[config.mk]
export PLATFORM = sky130hd
export DESIGN_NAME = ram_queue_ctrl
export DESIGN_NICKNAME = d
export VERILOG_FILES = /design/src/rtl/ram_queue_ctrl.sv
export SDC_FILE = /design/constraint.sdc
export NUM_CORES = 1
export LEC_CHECK = 0
export ABC_AREA = 1
export CAP_MARGIN = 20
export CORE_MARGIN = 8
export CORE_UTILIZATION = 24
export DETAILED_ROUTE_END_ITERATION = 8
export PLACE_DENSITY = 0.82
export SLEW_MARGIN = 40
export SYNTH_ARGS = -nofsm -noshare
export SYNTH_HDL_FRONTEND = slang
export SYNTH_SLANG_ARGS = --single-unit
[constraint.sdc]
create_clock -name clock -period 2 [get_ports clock]
set_clock_uncertainty 0.05 [all_clocks]
set_input_delay 0.5 -clock clock [delete_from_list [all_inputs] [get_ports clock]]
set_output_delay 0.5 -clock clock [all_outputs]
set_load 0.05 [all_outputs]
[src/rtl/ram_queue_ctrl.sv]
// Pointer/occupancy controller for a DEPTH x WIDTH register-file queue; drives the RAM ports directly.
// Optional flow-through of an empty queue when RAM_QUEUE_FLOW_EN is defined.
module ram_queue_ctrl #(
  parameter int DEPTH  = 16,
  parameter int WIDTH  = 46,
  localparam int ADDR_W = $clog2(DEPTH)
) (
  input  logic              clock,
  input  logic              reset,
  input  logic              enq_valid,
  output logic              enq_ready,
  input  logic [WIDTH-1:0]  enq_bits,
  output logic              deq_valid,
  input  logic              deq_ready,
  output logic [WIDTH-1:0]  deq_bits,
  input  logic              flush,
  output logic [ADDR_W:0]   count,
  output logic [ADDR_W-1:0] ram_W0_addr,
  output logic              ram_W0_en,
  output logic [WIDTH-1:0]  ram_W0_data,
  output logic [ADDR_W-1:0] ram_R0_addr,
  output logic              ram_R0_en,
  input  logic [WIDTH-1:0]  ram_R0_data
);

  logic [ADDR_W-1:0] enq_ptr_q, enq_ptr_d;
  logic [ADDR_W-1:0] deq_ptr_q, deq_ptr_d;
  logic              maybe_full_q, maybe_full_d;
  logic              ptr_eq, empty, full, do_enq, do_deq;

  assign ptr_eq = (enq_ptr_q == deq_ptr_q);
  assign empty  = ptr_eq && !maybe_full_q;
  assign full   = ptr_eq && maybe_full_q;

  assign enq_ready = !full;
  assign do_deq    = !empty && deq_ready;

`ifdef RAM_QUEUE_FLOW_EN
  // An empty queue hands the producer's item straight to a ready consumer without storing it.
  logic bypass;
  assign bypass    = empty && enq_valid && deq_ready;
  assign do_enq    = enq_valid && enq_ready && !bypass;
  assign deq_valid = !empty || enq_valid;
  assign deq_bits  = empty ? enq_bits : ram_R0_data;
`else
  assign do_enq    = enq_valid && enq_ready;
  assign deq_valid = !empty;
  assign deq_bits  = ram_R0_data;
`endif

  assign ram_W0_en   = do_enq && !flush;
  assign ram_W0_addr = enq_ptr_q;
  assign ram_W0_data = enq_bits;
  assign ram_R0_en   = 1'b1;
  assign ram_R0_addr = deq_ptr_q;

  assign count = full ? (ADDR_W+1)'(DEPTH) : {1'b0, enq_ptr_q - deq_ptr_q};

  always_comb begin
    enq_ptr_d    = enq_ptr_q;
    deq_ptr_d    = deq_ptr_q;
    maybe_full_d = maybe_full_q;
    if (flush) begin
      enq_ptr_d    = '0;
      deq_ptr_d    = '0;
      maybe_full_d = 1'b0;
    end else begin
      if (do_enq) enq_ptr_d = ADDR_W'(enq_ptr_q + 1'b1);
      if (do_deq) deq_ptr_d = ADDR_W'(deq_ptr_q + 1'b1);
      if (do_enq != do_deq) maybe_full_d = do_enq;
    end
  end

  always_ff @(posedge clock or posedge reset) begin
    if (reset) begin
      enq_ptr_q    <= '0;
      deq_ptr_q    <= '0;
      maybe_full_q <= 1'b0;
    end else begin
      enq_ptr_q    <= enq_ptr_d;
      deq_ptr_q    <= deq_ptr_d;
      maybe_full_q <= maybe_full_d;
    end
  end

endmodule

==> summary.md <==
| Metric | Value |
|---|---|
| DRT antenna net count | 0 |
| Max Cap Viol | 0 |
| Flop pwr share | 14.2% |
| Hold Path Class | input port to asynchronous set/reset pin |
| WL per Instance | 14.3 um |
| Mapped Cells | 185 |
| Worst skew pair latency | 0.25 ns |
| CTS tree | yes |
| Met3 usage | 5.05% |
| Total Power | 1.61 mW |
| Yosys reg bits | 9 |
| Combinational Power Share | 71.8% |
| Setup violators final | 8 |
| Max FO, Critical Path | 2 |
| Vias per Instance | 4.23 |
| Initial antenna violation count | 0 |
| Crit path DAT | 1.69 ns |
| Number of buffers created by CTS | 3 |
| Drt first pass iters | 4 |
| Sw power | 0.753 mW |
| Min Clock Period, post-route | 2.24 ns |
| IO Pins | 206 |
| Crit path largest cell delay | 0.43 ns |
| Final period util | 112% |
| Busiest grt layer | met2 |
| DRT Wirelength | 3.00 mm |
| Simple-Gate Fraction of Synth Area | 20.9% |
| H-tree depth | 1 |
| Hold buffer count at CTS | 0 |
| Die Height | 93.1 um |
| Port Buffer Count | 20 |
| CTS clk-pin slew, worst paths | 0.05 ns |
| Layout cells sized above 1 | 48.9% |
| Syn_area_per_cell | 7.72 um2 |
| Leak | 0.670 nW |
| Layout net count | 239 |
| # rows | 28 |
| Pre-CTS setup slack | -0.0401 ns |
| Gpl congestion | 0.805 |
| CTS sink cnt | 9 |
| Synth Area in Adders | 5.78% |
| Xor/xnor share of the synthesized area | 2.45% |
| Top cells by instance count after synthesis | buf_4 (94), nand2_1 (17), inv_1 (14), nand3_1 (11), nand4_1 (10) |
| Die X | 93.1 um |
| Clk buf depth | 2 |
| Total track usage | 7.33% |
| CP startpoint | ram_R0_addr[0] |
| Status | finished with violations |
| Failing checks | negative setup slack |
| Critical-path cell with the highest stage delay | fa_1 |
| Count leader, synth | buf_4 |
| Register area share after synthesis | 15.8% |
| First-pass GRT wire length | 4.79 mm |
| Vias | 888 |
| RSZ-0062 raised after global routing | yes |
| Synth top area cells | buf_4 (49%), dfrtp_1 (16%), nand2_1 (4.5%) |
| Mux cell area share after synthesis | 0% |
| Die area | 8670 um2 |
| Netlist Area Pre-Place | 1430 um2 |
| Post-synth EDFFs | 0 |
| Peak VDD IR | 0.506 mV |
| Area leader, netlist | buf_4 |
| DRC violations left | 0 |
| Clock share of power | 14.1% |
| Initial DRC count | 84 |
| Met1 Use GR | 5.83% |
| CP cell instances | ha_4 -> fa_1 -> or2_1 -> inv_2 -> buf_12 |
| Syn_nets | 288 |
| Post-route setup slack | -0.236 ns |
| Core outline area | 5850 um2 |
| Compound-Gate Fraction of Synth Area | 0.701% |
| Grt ovf | 0 |
| Ys async rst share | 100% |
| Internal Power | 0.855 mW |
| Switching Fraction | 46.8% |
| Root buffer cell | clkbuf_8 |
| Grt met2 use | 10.6% |
| DPL Wire Length | 2.35 mm |
| Vias in the first global route | 954 |
| Worst Setup End Kind | output pin |
| PD cells | 1200 nW/um2 |
| Main synth FF type | dfrtp_1 |
| Library cells used by synthesis | 22 |
| Warnings from Yosys | 0 |
| Max-slew violation count | 0 |
| WP data required | 1.45 ns |
| Yosys top cell area share | 49.4% |
| Antenna cells | 0 |
| Area delta synth->final | -6.05% |
| Maximum number of pins on one net before global-route repair | 18 |
| RR Startpoint | ram_R0_addr[0] |
| Worst Path Class, Setup | flip-flop to output pin |
| Setup crit start kind | flip-flop |
| Largest family of logic cells by synthesized area | buffers and inverters |
| Fmax | 0.447 GHz |
| Initial Utilization | 24.4% |
| Final Hold Fails | 0 |
[kinds of logic after synthesis]
group,count (synthesis)
adder cells (fa/ha/maj),6
AND/OR/NAND/NOR,52
other,1
XOR/XNOR,4
buffers and inverters,111
AO/OA/AOI/OAI,2
flip-flops,9
[placed cells by master (no fill, tap or decap), drive strengths merged, types with 3 or more instances in the layout]
master,count
buf,37
clkbuf,3
nor2,5
nand3,13
ha,5
nand4,10
nand2,22
inv,14
clkdlybuf4s50,4
dfrtp,9
[worst max-delay path: cells and delay by family, from the launching register on]
family / cells / cell delay [ns]
flip-flops: 1 / 0.42
AND/OR/NAND/NOR: 1 / 0.23
buffers and inverters: 2 / 0.20
adder cells (fa/ha/maj): 2 / 0.60
[what timing repair did]
item	CTS	global route
resized for setup	17	1
pin swaps	7	0
setup endpoints to repair	7	8
buffers inserted	7	1
[final cells by class]
class / instances / area, um2
Timing Repair Buffer: 41 / 398
Clock inverter: 1 / 5.00
Sequential cell: 9 / 229
Inverter: 16 / 66.3
Fill cell: 620 / 4510
Tap cell: 75 / 93.8
Clock buffer: 3 / 41.3
Multi-Input combinational cell: 65 / 508
[flip-flops by register name, indices dropped and copies added, names as in the netlist]
register	cells
ram_R0_addr	4
maybe_full_q	1
ram_W0_addr	4
[per-stage QoR]
step	setup TNS, ns	hold WS, ns	util (%)	area [um2]	cells
CTS	-1.18	0.544	22.8	1330	209
detailed placement	-0.0401	0.535	19.9	1160	199
global placement	0	0.512	19.9	1160	199
global route	-1.76	0.560	22.9	1340	210
finish	-1.23	0.525	22.9	1340	210
floorplan	-3.43	0.278	-	1470	185
[final timing paths]
path	endpoint	slack, ns	cells after the start
max in group asynchronous	ram_W0_addr[1]	1.08	2
setup reg to reg	ram_R0_addr[0]	0.28	10
min in group clock	ram_R0_addr[3]	0.55	2
setup / recovery	count[1]	-0.24	5
hold reg to reg	ram_R0_addr[3]	0.55	2
hold / removal	ram_R0_addr[3]	0.52	2
[layer usage]
metal,vias up,part of all wire [%]
met5,-,0
met4,0,8.2
met3,39,14
met2,71,48
met1,394,30
li1,384,-
[power groups by stage]
stage | sequential [mW] | clock (mW) | combinational, mW
5_1_grt | 0.231 | 0.239 | 1.22
2_1_floorplan | 0.297 | 0 | 1.03
3_3_place_gp | 0.225 | 0 | 0.983
3_5_place_dp | 0.227 | 0 | 0.998
4_1_cts | 0.227 | 0.231 | 1.15
6_report | 0.228 | 0.226 | 1.15
No activity file was read; power rests on OpenSTA's default activity.
